===== config.mk =====
export PLATFORM = sky130hd
export DESIGN_NAME = round_timer_ctrl
export DESIGN_NICKNAME = d
export VERILOG_FILES = /design/src/rtl/round_timer_ctrl.sv
export SDC_FILE = /design/constraint.sdc
export NUM_CORES = 1
export LEC_CHECK = 0
export ABC_AREA = 1
export CAP_MARGIN = 10
export CORE_AREA = 3 3 99 101
export DETAILED_ROUTE_END_ITERATION = 16
export DIE_AREA = 0 0 102 104
export PLACE_DENSITY = 0.78
export SLEW_MARGIN = 40
export SYNTH_ARGS = -nofsm -noshare
export SYNTH_HDL_FRONTEND = slang
export SYNTH_SLANG_ARGS = --single-unit
export TNS_END_PERCENT = 50

===== constraint.sdc =====
create_clock -name clk -period 5.5 [get_ports clk]
set_input_delay 0.825 -clock clk [delete_from_list [all_inputs] [get_ports clk]]
set_output_delay 0.825 -clock clk [all_outputs]
set_load 0.1 [all_outputs]

===== src/rtl/round_timer_ctrl.sv =====
// Round countdown timer with pause/restart and a 30x30 digit-glyph ROM addresser.
// The counter runs in whole seconds of CLK_HZ cycles and shows the remaining count as a single digit.
module round_timer_ctrl #(
  parameter int CLK_HZ     = 50000000,
  parameter int START_SECS = 8,
  parameter int X0         = 565,
  parameter int Y0         = 410
) (
  input  logic        clk,
  input  logic        reset,
  input  logic        start,
  input  logic        pause,
  input  logic        logo,
  input  logic [8:0]  row,
  input  logic [9:0]  col,
  output logic [13:0] rom_addr,
  output logic        digit_en,
  output logic [3:0]  seconds_left,
  output logic        tick,
  output logic        done,
  output logic [1:0]  state
);

  localparam int              PW         = (CLK_HZ > 1) ? $clog2(CLK_HZ) : 1;
  localparam logic [PW-1:0]   PRESC_LAST = PW'(CLK_HZ - 1);
  localparam logic [3:0]      LOAD       = 4'(START_SECS);
  localparam logic [13:0]     BOX_X      = 14'(X0);
  localparam logic [13:0]     BOX_Y      = 14'(Y0);
  localparam logic [13:0]     BOX_SIZE   = 14'd30;
  localparam logic [13:0]     GLYPH      = 14'd900;

  typedef enum logic [1:0] {
    IDLE   = 2'b00,
    RUN    = 2'b01,
    PAUSED = 2'b10,
    DONE   = 2'b11
  } state_t;

  state_t        cur_state, nxt_state;
  logic [PW-1:0] presc, presc_n;
  logic [3:0]    secs_n;
  logic          tick_n, done_n;

  logic [13:0]   row_x, col_x, glyph_base, pix_off, addr_n;
  logic          in_box;

  always_ff @(posedge clk) begin
    if (reset) begin
      cur_state    <= IDLE;
      presc        <= '0;
      seconds_left <= LOAD;
      tick         <= 1'b0;
      done         <= 1'b0;
    end else begin
      cur_state    <= nxt_state;
      presc        <= presc_n;
      seconds_left <= secs_n;
      tick         <= tick_n;
      done         <= done_n;
    end
  end

  // PAUSED with pause low behaves exactly like RUN, so a pause costs only the cycles it was held.
  always_comb begin
    nxt_state = cur_state;
    presc_n   = presc;
    secs_n    = seconds_left;
    tick_n    = 1'b0;
    done_n    = 1'b0;
    if (logo) begin
      nxt_state = IDLE;
      presc_n   = '0;
      secs_n    = LOAD;
    end else if (start) begin
      nxt_state = RUN;
      presc_n   = '0;
      secs_n    = LOAD;
    end else if (cur_state == RUN || cur_state == PAUSED) begin
      if (pause) begin
        nxt_state = PAUSED;
      end else if (presc == PRESC_LAST) begin
        presc_n = '0;
        if (seconds_left != 4'd0) begin
          secs_n = seconds_left - 4'd1;
          tick_n = 1'b1;
        end
        if (seconds_left <= 4'd1) begin
          nxt_state = DONE;
          done_n    = (seconds_left == 4'd1);
        end else begin
          nxt_state = RUN;
        end
      end else begin
        presc_n   = presc + PW'(1);
        nxt_state = RUN;
      end
    end else if (cur_state == DONE) begin
      presc_n = '0;
      secs_n  = 4'd0;
    end
  end

  assign state = cur_state;

  // Glyph address is pure arithmetic on row/col; the offset is only meaningful inside the box.
  always_comb begin
    row_x      = {5'd0, row};
    col_x      = {4'd0, col};
    in_box     = (row_x >= BOX_Y) && (row_x < BOX_Y + BOX_SIZE) &&
                 (col_x >= BOX_X) && (col_x < BOX_X + BOX_SIZE);
    glyph_base = {10'd0, seconds_left} * GLYPH;
    pix_off    = (row_x - BOX_Y) * BOX_SIZE + (col_x - BOX_X);
    addr_n     = in_box ? glyph_base + pix_off : glyph_base;
  end

  always_ff @(posedge clk) begin
    if (reset) begin
      rom_addr <= 14'd0;
      digit_en <= 1'b0;
    end else begin
      rom_addr <= addr_n;
      digit_en <= in_box;
    end
  end

endmodule


# After elaboration in Yosys (flattened, before gate mapping)
# Index checks and enable logic that the tools add are counted.
# op_classes
addsub	6
n_mul	2
magnitude_cmp	5
eq_ne	8
mux	16
bitwise	4
n_reduce_logical	14
# op_table
op	n
$mux W26	4
$add A14 B14 Y14	2
$add A26 B1 Y26 const B	1
$eq A26 B26 Y1 const B	1
$mux W4	5
$mul A14 B4 Y13 const B	1
$mux W14	1
$mul A4 B8 Y12 const B	1
$sub A10 B10 Y11 const B	1
$ge A10 B10 Y1 const B	1
$lt A10 B10 Y1 const B	1
$sub A9 B9 Y10 const B	1
$ge A9 B9 Y1 const B	1
$lt A9 B9 Y1 const B	1
$reduce_or A7 Y1	1
$mux W2	3
$reduce_or A6 Y1	1
$eq A2 B2 Y1 const B	2
$eq A4 B1 Y1 const B	1
$le A4 B1 Y1 const B	1
$ne A2 B1 Y1 const B	2
$not A1 Y1	4
$reduce_and A4 Y1	1
$reduce_bool A2 Y1	2
10 further kinds	15
# word_totals
regBits	49
inputBits	24
output_inout_bits	23
elab_cells	64

# Depth between registers and ports, before layout
# Gate-level depths: netlist of the first run.
# logic_depth
ltp_word	6
depth_mapped	36
depth_no_buf	36

# Worst setup path before layout of the first run
# Ideal clock, no wire load.
# synth_timing
kind	in2reg
from	in row[1]
to	reg rom_addr[12]
setup_time_ns	0.119
t_arrival_ns	5.173
required_time_ns	5.381
slack_ns	0.207
path_stages	27
path_buffers	0
cell_sequence	inv_1 > ha_1 > or2_1 > xor2_1 > inv_1 > ha_1 > inv_1 > xor2_1 > fa_1 > inv_1 > ha_1 > a21oi_1 > o21ai_0 > a21oi_1 > nor2_1 > nor2_1 > xor2_1 > inv_1 > fa_1 > ha_1 > nand2_1 > nor2_1 > nand3_1 > o2111ai_1 > nor2_1 > nor2_1 > a21oi_1
# synth_via
elab_chain_cells	5
elab_cells_between_ends	10
cone_classes	add/sub (3); mul (1); order compare (2); mux (1); reduce/logical (3)
# synth_lines
item	line	text
start, declared	14	input logic [8:0] row,
$sub A9 B9 Y10, or another cell as far along	112	pix_off = (row_x - BOX_Y) * BOX_SIZE + (col_x - BOX_X);
$mul A14 B4 Y13 or $logic_and A1 B1 Y1 (tied branches)	112, 109	
$add A14 B14 Y14 or $logic_and A1 B1 Y1 (tied branches)	112, 109	
$add A14 B14 Y14 or $logic_and A1 B1 Y1 (tied branches)	113, 110	
$mux W14 (*)	113	addr_n = in_box ? glyph_base + pix_off : glyph_base;
end signal, assigned	121	rom_addr <= addr_n;
end, declared	16	output logic [13:0] rom_addr,
# Mark *: on every way between the ends. The rest lies on a longest branch, timed or not.
# A chain may end at the register's enable or synchronous reset.

# Worst setup path after layout of the first run
# Same ends and word-level chain as after synthesis.

==> flow_summary.toml, run 1 <==
[power_and_ir_drop]
vdd_drop_max_mv = 0.2702
p_per_area_nw_per_um2 = 440.2
seq_power_share = 0.139
power.total_mw = 2.588
p_leak_nw = 2.924
p_clk_frac = 0.080
p_sw_mw = 1.170
p_comb_frac = 0.781
internal_power_mw = 1.418
swShare = 0.4521

[critical_path]
reg2reg_slack_ps = 1400
reg2reg_to = "rom_addr[13]"
worst_path_max_delay_cell = "fa_1"
start_kind = "input pin"
crit_arrival_ps = 5450
reg2reg_depth = 20
crit_path_end = "rom_addr[12]"
critical_path.startpoint = "row[1]"
cp_common_cell = "nor2_1"
slowest_delay_ps = 500
crit_required_ps = 5680
crit-reg2reg-launch = "seconds_left[1]"
path_class = "input pin to flop"
worstSetupEndpointType = "flop"
path_max_fanout = 4

[cells_and_area]
utilization = 0.6455
area_delta_synth_final_pct = 23.24
fill_cells = 802
final_common_cell = "nand2_1"
fin_nets = 874
final_cell_mix = "nand2_1, inv_1, buf_4, ha_1, dfxtp_1"
diodes = 0
drive_gt1_frac = 0.1819

[timing]
finalHoldViolCount = 0
slew_headroom = 0.5743
min_period_ps = 5262
tightest_slew_ps = 637.9
clock_skew_ps = 12.72
fmax_mhz = 190.0
setup_viol = 0
period_share = 0.9568
drv_slew = 0

[yosys]
netlist_area_um2 = 4771
synth_edf_count = 0
synth_area_leaders = "dfxtp_1, ha_1, nand2_1, inv_1, fa_1"
synth_area_leader_cell = "dfxtp_1"
seq_area_frac_synth = 0.2056
synth_ff_type = "dfxtp_1"
synth_cells = 669
synth.distinct_cells = 44
syn_nets = 769
netlist.area_leader.share = 0.2056
ys_seq_elements = 49
synth_warnings = 0
syn_avg_cell_area_um2 = 7.131
postSynth.asyncResetShare = 0

[global_route]
grt_pass1_vias = 4502
grt_usage = 0.2178
grt_overflow = 0
antenna_found_initial = 0
grt_pass1_wl_um = 19130
grt_max_degree = 19

[clock_tree]
path_clk_slew_ps = 90
cts_sinks = 49
ctsLongestPathBuffers = 2
cts_max_level = 2
root_buffer = "clkbuf_8"
cts_made_buffers = 5
cts_tree = "yes"
clk_latency_ps = 300

[die]
start_util = 0.5238
rows = 35
dieWidth_um = 102
ioPinCount = 47
core_um2 = 9109
die_h_um = 104
fp.dieArea_um2 = 10610

[detailed_routing]
drc = 0
antenna_left = 0
wl_um = 11370
drt_pass1_iterations = 4
via_per_inst = 5.139
drt_iter0_markers = 136
vias = 4553
wl_per_cell_um = 12.83

[place]
dpl.hpwl_um = 9476
place.gp.congestion = 0.8341
portBuffers = 46

[run_status]
status = "completed"

[min_path]
min_path_type = "flop to flop"
min_from = "presc[12]"

[flow_run]
maxCapViolCount = 0
-- worst max-delay path, delay by kind of cell --
kind | cells | cell delay (ps)
buffers and inverters | 6 | 500
XOR/XNOR | 2 | 310
AO/OA/AOI/OAI | 4 | 490
AND/OR/NAND/NOR | 12 | 1410
adder cells (fa/ha/maj) | 5 | 1900
-- sequential cells by signal (all words and copies together), names as in the netlist --
register / count
digit_en: 1
done: 1
presc: 26
rom_addr: 14
seconds_left: 4
state: 2
tick: 1
-- power by group through the flow --
stage	Sequential, mW	Combinational (mW)	Clock (mW)
after floorplan	0.394	1.13	0
after global placement	0.369	1.71	0
after detailed placement	0.369	1.76	0
after CTS	0.361	1.84	0.210
after global routing	0.361	2.24	0.229
final	0.361	2.02	0.207
-- per-stage QoR --
step	setup TNS [ps]	cells	setup WS, ps	cell area (um^2)	hold WS (ps)
2_1_floorplan	0	669	207.5	4771	458.0
3_3_place_gp	-914.6	875	-240.0	5743	477.9
3_5_place_dp	-1685	875	-463.2	5628	500.6
4_1_cts	-24.00	884	-24.00	5781	513.1
5_1_grt	-9.978	886	-9.978	5879	549.8
6_report	0	886	237.6	5879	512.5
-- area by class of cell --
cell class	instances	area (um^2)	share of cell area
clock buffers	6	72.57	0.01234
clock inverters	2	10.01	0.001702
inverters	133	501.7	0.08534
multi-input cells	485	3415	0.5808
flip-flops and latches	49	980.9	0.1668
well taps	111	138.9	0.02362
repair buffers	100	760.7	0.1294
-- cells by family (layout without fill, tap and decap cells) --
kind of cell,after synthesis,count (layout),share of synthesized area
xor gates and xnor gates,41,41,0.07684
AOI/OAI and AO/OA,95,95,0.1141
buffers and inverters,135,241,0.1073
DFF,49,49,0.2056
and+or+nand+nor,273,273,0.2623
adders and majority gates,76,76,0.2339
-- routing by layer --
layer | GRT usage | up-vias | wire [um]
li1 | - | 2341 | -
met1 | 0.2556 | 2116 | 4790
met2 | 0.4058 | 77 | 6061
met3 | 0.02012 | 19 | 324
met4 | 0.06935 | 0 | 195
met5 | 0 | - | 0
-- how the worst min path moves through the flow --
stage | endpoint | slack [ps] | cells after the start
CTS | presc[12] | 510 | 2
floorplan | presc[15] | 460 | 1
global placement | presc[0] | 480 | 2
finish | presc[12] | 510 | 2
global route | presc[25] | 550 | 2
detailed placement | presc[12] | 500 | 2
-- timing repair --
item                       4_1_cts  5_1_grt
resized for setup               10       21
hold buffers                     0        0
setup endpoints to repair        2        5
pin swaps                        3       11
buffers inserted                 1        2
-- synth_stat cells, types with 7 or more instances --
| master | instances |
|---|---|
| inv_1 | 129 |
| nand2_1 | 134 |
| xor2_1 | 27 |
| nor3_1 | 15 |
| nand4_1 | 8 |
| nand3_1 | 30 |
| ha_1 | 54 |
| o21ai_0 | 26 |
| nor2_2 | 7 |
| dfxtp_1 | 49 |
| nor2_1 | 48 |
| fa_1 | 22 |
| a21oi_1 | 42 |
| xnor2_1 | 13 |
| nor4_1 | 8 |
Note: power is estimated with default switching activity, not from simulation.
==> run 2, diff against run 1 <==
--- a/config.mk
+++ b/config.mk
@@ -5,11 +5,11 @@
 export SDC_FILE = /design/constraint.sdc
 export NUM_CORES = 1
 export LEC_CHECK = 0
-export ABC_AREA = 1
+export ABC_AREA = 0
 export CAP_MARGIN = 10
-export CORE_AREA = 3 3 99 101
+export CORE_AREA = 3 3 93 104
 export DETAILED_ROUTE_END_ITERATION = 16
-export DIE_AREA = 0 0 102 104
+export DIE_AREA = 0 0 96 107
 export PLACE_DENSITY = 0.78
 export SLEW_MARGIN = 40
 export SYNTH_ARGS = -nofsm -noshare
==> run 2 against run 1 <==
Against the previous run:
- the run now ends with setup timing left
- final cell count decreased by 8.0%
- area after synthesis decreased by 3.6%
- sequential share of layout area decreased by 1.0 points
- clock power increased by 11%
- power increased by 15%
- non-clock buffer count increased by 42
==> flow_summary.toml, run 2 <==
[global_route]
grt_pass1_wl_um = 21090
grt_overflow = 0
grt_usage = 0.2564
grt_pass1_vias = 4718
antenna_found_initial = 0
grt_max_degree = 26

[timing]
slew_headroom = 0.5314
clock_skew_ps = 14.93
fin_tns_setup_ps = -193.0
tightest_slew_ps = 701.2
setup_viol = 1
min_period_ps = 5693
period_share = 1.035
finalHoldViolCount = 0
setup_slack_ps = -193.0
rsz0062_at_grt = "true"
drv_slew = 0
fmax_mhz = 175.7

[power_and_ir_drop]
p_per_area_nw_per_um2 = 474.0
p_sw_mw = 1.306
p_comb_frac = 0.802
seq_power_share = 0.121
vdd_drop_max_mv = 0.8054
internal_power_mw = 1.661
p_leak_nw = 2.717
p_clk_frac = 0.077
swShare = 0.4402

[cells_and_area]
final_cell_mix = "buf_4, nor2_1, dfxtp_1, inv_1, ha_1"
utilization = 0.7127
fin_nets = 800
largest_register_ff_count = 26
seqCellArea_um2 = 980.9
fill_cells = 649
area_delta_synth_final_pct = 36.17
drive_gt1_frac = 0.2639
final_common_cell = "buf_4"
top_register = "presc"
reg_top3 = "presc: 26 flops, rom_addr: 14 flops, seconds_left: 4 flops"
multi_input_area_um2 = 3772
stdcell_area_um2 = 6260
diodes = 0

[detailed_routing]
wl_um = 12940
vias = 4530
drt_iter0_markers = 313
wl_per_cell_um = 15.88
via_per_inst = 5.558
drt_pass1_iterations = 5
antenna_left = 0
drc = 0

[clock_tree]
ctsLongestPathBuffers = 2
clk_latency_ps = 320
cts_max_level = 2
cts_sinks = 49
path_clk_slew_ps = 110
cts_made_buffers = 5
cts_hold_buffers = 0
cts_tree = "yes"
root_buffer = "clkbuf_8"

[yosys]
postSynth.asyncResetShare = 0
netlist.area_leader.share = 0.2134
synth_area_leader_cell = "dfxtp_1"
syn_avg_cell_area_um2 = 8.194
synth.distinct_cells = 58
synth_edf_count = 0
synthXorXnorAreaFrac = 0.1238
synth_top_family_by_area = "adder cells"
muxShareOfSynthArea = 0.01143
seq_area_frac_synth = 0.2134
synth_ff_type = "dfxtp_1"
synth_compound_area_frac = 0.1470
synth_cells = 561
syn_nets = 661
synth_area_leaders = "dfxtp_1, ha_1, fa_1, xnor2_1, nor2_1"
yosys.cell_count.top_type = "nor2_1"
synthTopCellsByCount = "nor2_1, ha_1, inv_1, dfxtp_1, nand2_1"
synth_warnings = 0
netlist_area_um2 = 4597
synth_fa_ha_area_frac = 0.2428
ys_seq_elements = 49
synthSimpleGateAreaFrac = 0.2090

[run_status]
status = "complete, but fails checks"
failed_checks = "setup timing"

[place]
place.gp.congestion = 0.8829
dpl.hpwl_um = 9532
post-place-ws_ps = -940.0
portBuffers = 46
dpl_cell_area_um2 = 5902

[die]
die_h_um = 107
fp.dieArea_um2 = 10270
start_util = 0.5234
dieWidth_um = 96
core_um2 = 8783
ioPinCount = 47
rows = 36

[min_path]
min_path_type = "flop to flop"

[flow_run]
maxCapViolCount = 0

[critical_path]
path_class = "input pin to flop"
start_kind = "input pin"
worstSetupEndpointType = "flop"
crit_arrival_ps = 5910
path_max_fanout = 3
crit_required_ps = 5720
-- run 2: changes by cell type after synthesis, moves of 7 or more --
cell | before | now
and3_1 | 1 | 10
nor2b_1 | 0 | 9
inv_1 | 129 | 52
a21oi_1 | 42 | 29
xnor2_1 | 13 | 37
nor2_1 | 48 | 66
nand3_1 | 30 | 11
or3_1 | 0 | 7
nor2_2 | 7 | 0
clkbuf_1 | 0 | 9
o21ai_0 | 26 | 15
nand2_1 | 134 | 40
o21ai_1 | 2 | 15
-- run 2: final timing paths --
path	start	end	slack [ps]	cells after the start
hold reg to reg	presc[1]	presc[1]	500	2
hold / removal	presc[1]	presc[1]	500	2
setup reg to reg	seconds_left[1]	rom_addr[13]	880	15
setup / recovery	row[1]	rom_addr[13]	-190	24
-- run 2: through the flow --
stage / hold slack (ps) / instances / power, mW
after CTS: 502.8 / 813 / 2.809
after global placement: 476.2 / 795 / 2.373
after floorplan: 460.8 / 561 / 1.757
final: 500.4 / 815 / 2.967
after global routing: 554.2 / 815 / 3.184
after detailed placement: 488.2 / 795 / 2.472
-- run 2: routing by layer --
metal	part of all wire	up-vias	routed length, um	global-route usage
li1	-	2193	-	-
met1	0.41	2167	5297	0.2952
met2	0.52	131	6725	0.4647
met3	0.036	39	468	0.03719
met4	0.035	0	451	0.1016
met5	0	-	0	0
-- run 2: cells by family after synthesis --
group / after synthesis
and+or+nand+nor: 196
AOI/OAI and AO/OA: 106
adders and majority gates: 76
xor gates and xnor gates: 65
buffers and inverters: 64
DFF: 49
muxes: 5
-- run 2: area by class of cell --
| type | instances | area share |
|---|---|---|
| multi-input combinational | 448 | 0.6026 |
| timing repair buffer | 142 | 0.1699 |
| sequential | 49 | 0.1567 |
| inverter | 54 | 0.03278 |
| tap | 114 | 0.02279 |
| clock buffer | 5 | 0.01099 |
| clock inverter | 3 | 0.004197 |
-- run 2: power groups by stage --
stage | clock (mW) | sequential [mW] | combinational [mW]
final | 0.230 | 0.358 | 2.38
after global routing | 0.247 | 0.359 | 2.58
after CTS | 0.231 | 0.358 | 2.22
after detailed placement | 0 | 0.366 | 2.11
after global placement | 0 | 0.366 | 2.01
after floorplan | 0 | 0.385 | 1.37
-- run 2: timing repair --
action | 4_1_cts | 5_1_grt
pin swaps | 27 | 16
gates cloned | 0 | 0
setup buffers | 10 | 2
endpoints found under the setup margin | 3 | 1
resized for setup | 48 | 9
-- run 2: critical path, stage by stage --
cell	delay (ps)
buf_6	100
buf_6	110
o21ai_4	170
xor2_4	230
inv_2	80
buf_4	130
buf_4	130
a21oi_1	190
fa_1	450
inv_1	70
ha_1	230
and3_4	200
a21oi_4	150
nand3_2	150
xor2_2	190
fa_1	610
ha_4	220
a21o_1	170
a2111o_1	450
a41oi_2	230
nor2_1	90
nor4b_4	140
a2111oi_2	250
mux2_1	350
==> run 3, diff against run 2 <==
--- a/config.mk
+++ b/config.mk
@@ -11,6 +11,7 @@
 export DETAILED_ROUTE_END_ITERATION = 16
 export DIE_AREA = 0 0 96 107
 export PLACE_DENSITY = 0.78
+export SETUP_SLACK_MARGIN = 0.3
 export SLEW_MARGIN = 40
 export SYNTH_ARGS = -nofsm -noshare
 export SYNTH_HDL_FRONTEND = slang
==> run 3 against run 2 <==
Against the previous run:
- via count grew 1.3%
- flip-flop and latch count is the same
- sequential share of layout area shrank 0.30 points
- non-clock buffer count grew 6
- critical path depth shrank 1
- the flow still finishes with violations (setup timing)
- clock power is essentially flat
- design area grew 2.0%
- wire length grew 3.9%
- die area is the same
- hold slack is essentially flat
- utilization grew 1.4 points
==> flow_summary.toml, run 3 (same netlist as run 2, synthesis figures left out) <==
[run_status]
status = "complete, but fails checks"
failed_checks = "setup timing"

[timing]
clock_skew_ps = 16.46
min_period_ps = 5633
finalHoldViolCount = 0
setup_viol = 1
setup_slack_ps = -133.3
fmax_mhz = 177.5
period_share = 1.024
slew_headroom = 0.5127
tightest_slew_ps = 729.1
fin_tns_setup_ps = -133.3
rsz0062_at_grt = "true"
drv_slew = 0

[clock_tree]
clk_latency_ps = 320
path_clk_slew_ps = 110
cts_sinks = 49
cts_tree = "yes"
cts_hold_buffers = 0
cts_max_level = 2
root_buffer = "clkbuf_8"
ctsLongestPathBuffers = 2
cts_made_buffers = 5

[power_and_ir_drop]
p_leak_nw = 2.762
vdd_drop_max_mv = 0.7926
p_per_area_nw_per_um2 = 489.8

[cells_and_area]
final_cell_mix = "buf_4, nor2_1, dfxtp_1, inv_1, ha_1"
finalNonFillerCells = 821
final_common_cell = "buf_4"
drive_gt1_frac = 0.2815
utilization = 0.7266
area_delta_synth_final_pct = 38.84
diodes = 0
largest_register_ff_count = 26
fin_nets = 806
reg_top3 = "presc: 26 flops, rom_addr: 14 flops, seconds_left: 4 flops"
top_register = "presc"

[critical_path]
crit_chain = "buf_8 > buf_6 > o21ai_4 > xor2_4 > inv_2 > ha_4 > xor2_4 > fa_1 > inv_2 > ha_4 > and3_4 > a21oi_4 > nand3_2 > xor2_2 > fa_1 > ha_4 > a21o_1 > a2111o_1 > a41oi_2 > nor2_1 > nor4b_4 > a2111oi_2 > mux2_1"
start_kind = "input pin"
cp_common_cell = "ha_4"
path_max_fanout = 4
worstSetupEndpointType = "flop"
critPathTopFamily = "adder cells"
slowest_delay_ps = 600
crit_required_ps = 5720
crit_arrival_ps = 5850
path_class = "input pin to flop"
worst_path_max_delay_cell = "fa_1"
path_buf_inv = 4

[detailed_routing]
drt_iter0_markers = 345
wl_per_cell_um = 16.38
antenna_left = 0
via_per_inst = 5.588
drt_pass1_iterations = 5
wl_um = 13450
vias = 4588
drc = 0

[die]
die_h_um = 107
ioPinCount = 47
start_util = 0.5234
dieWidth_um = 96
core_um2 = 8783
rows = 36
fp.dieArea_um2 = 10270

[place]
dp.cells = 795
portBuffers = 46
place.gp.congestion = 0.8829
post-place-ws_ps = -940.0
dpl.hpwl_um = 9532

[global_route]
grt_pass1_vias = 4718
antenna_found_initial = 0
grt_overflow = 0
grt_pass1_wl_um = 21090
grt_max_degree = 26
grt_usage = 0.2564

[min_path]
min_path_type = "flop to flop"

[flow_run]
maxCapViolCount = 0
-- run 3: cell types whose count changed in the layout (fill, tap and decap cells not counted), moves of 2 or more --
cell | previous run | this run
ha_4 | 9 | 11
ha_1 | 44 | 42
buf_4 | 94 | 96
buf_6 | 4 | 7
inv_2 | 5 | 7
inv_1 | 48 | 46
-- run 3: per-stage QoR --
step	instance area [um^2]	total power, mW	hold WS (ps)
after floorplan	4835	1.757	460.8
after global routing	6382	3.341	554.2
after global placement	6016	2.373	476.2
after detailed placement	5902	2.472	488.2
after CTS	6213	2.809	502.8
final	6382	3.126	500.5
-- run 3: tightest hold or removal path: stages (launching register included) --
cell     delay (ps)
dfxtp_1         340
nand3_1          70
a21oi_1          50
-- run 3: cell type report --
| class | instances | area, um^2 |
|---|---|---|
| clock buffer | 5 | 68.82 |
| clock inverter | 3 | 26.28 |
| fill | 611 | 2401 |
| inverter | 54 | 205.2 |
| multi-input combinational | 448 | 3829 |
| sequential | 49 | 980.9 |
| tap | 114 | 142.6 |
| timing repair buffer | 148 | 1130 |
-- run 3: per-layer routing --
metal	global-route usage	wire [um]
met3	0.03719	514
met4	0.1016	380
met5	0	0
met1	0.2952	5458
met2	0.4647	7094
-- run 3: timing repair --
item / in CTS / in global routing
buffers inserted: 10 / 8
setup endpoints to repair: 5 / 4
resized for setup: 48 / 24
pin swaps: 27 / 24
-- run 3: report_power, final --
part	switching [mW]	total (mW)	internal, mW
clock network	0.139	0.231	0.0928
registers	0.00118	0.358	0.357
logic	1.23	2.54	1.30
total	1.37	3.13	1.75
-- run 3: worst paths after layout --
check             slack [ps]  cells past startpoint           end            start
setup / recovery        -130                     23  rom_addr[13]           row[1]
hold / removal           500                      2      presc[1]         presc[1]
setup reg to reg         880                     15  rom_addr[13]  seconds_left[1]
hold reg to reg          500                      2      presc[1]         presc[1]
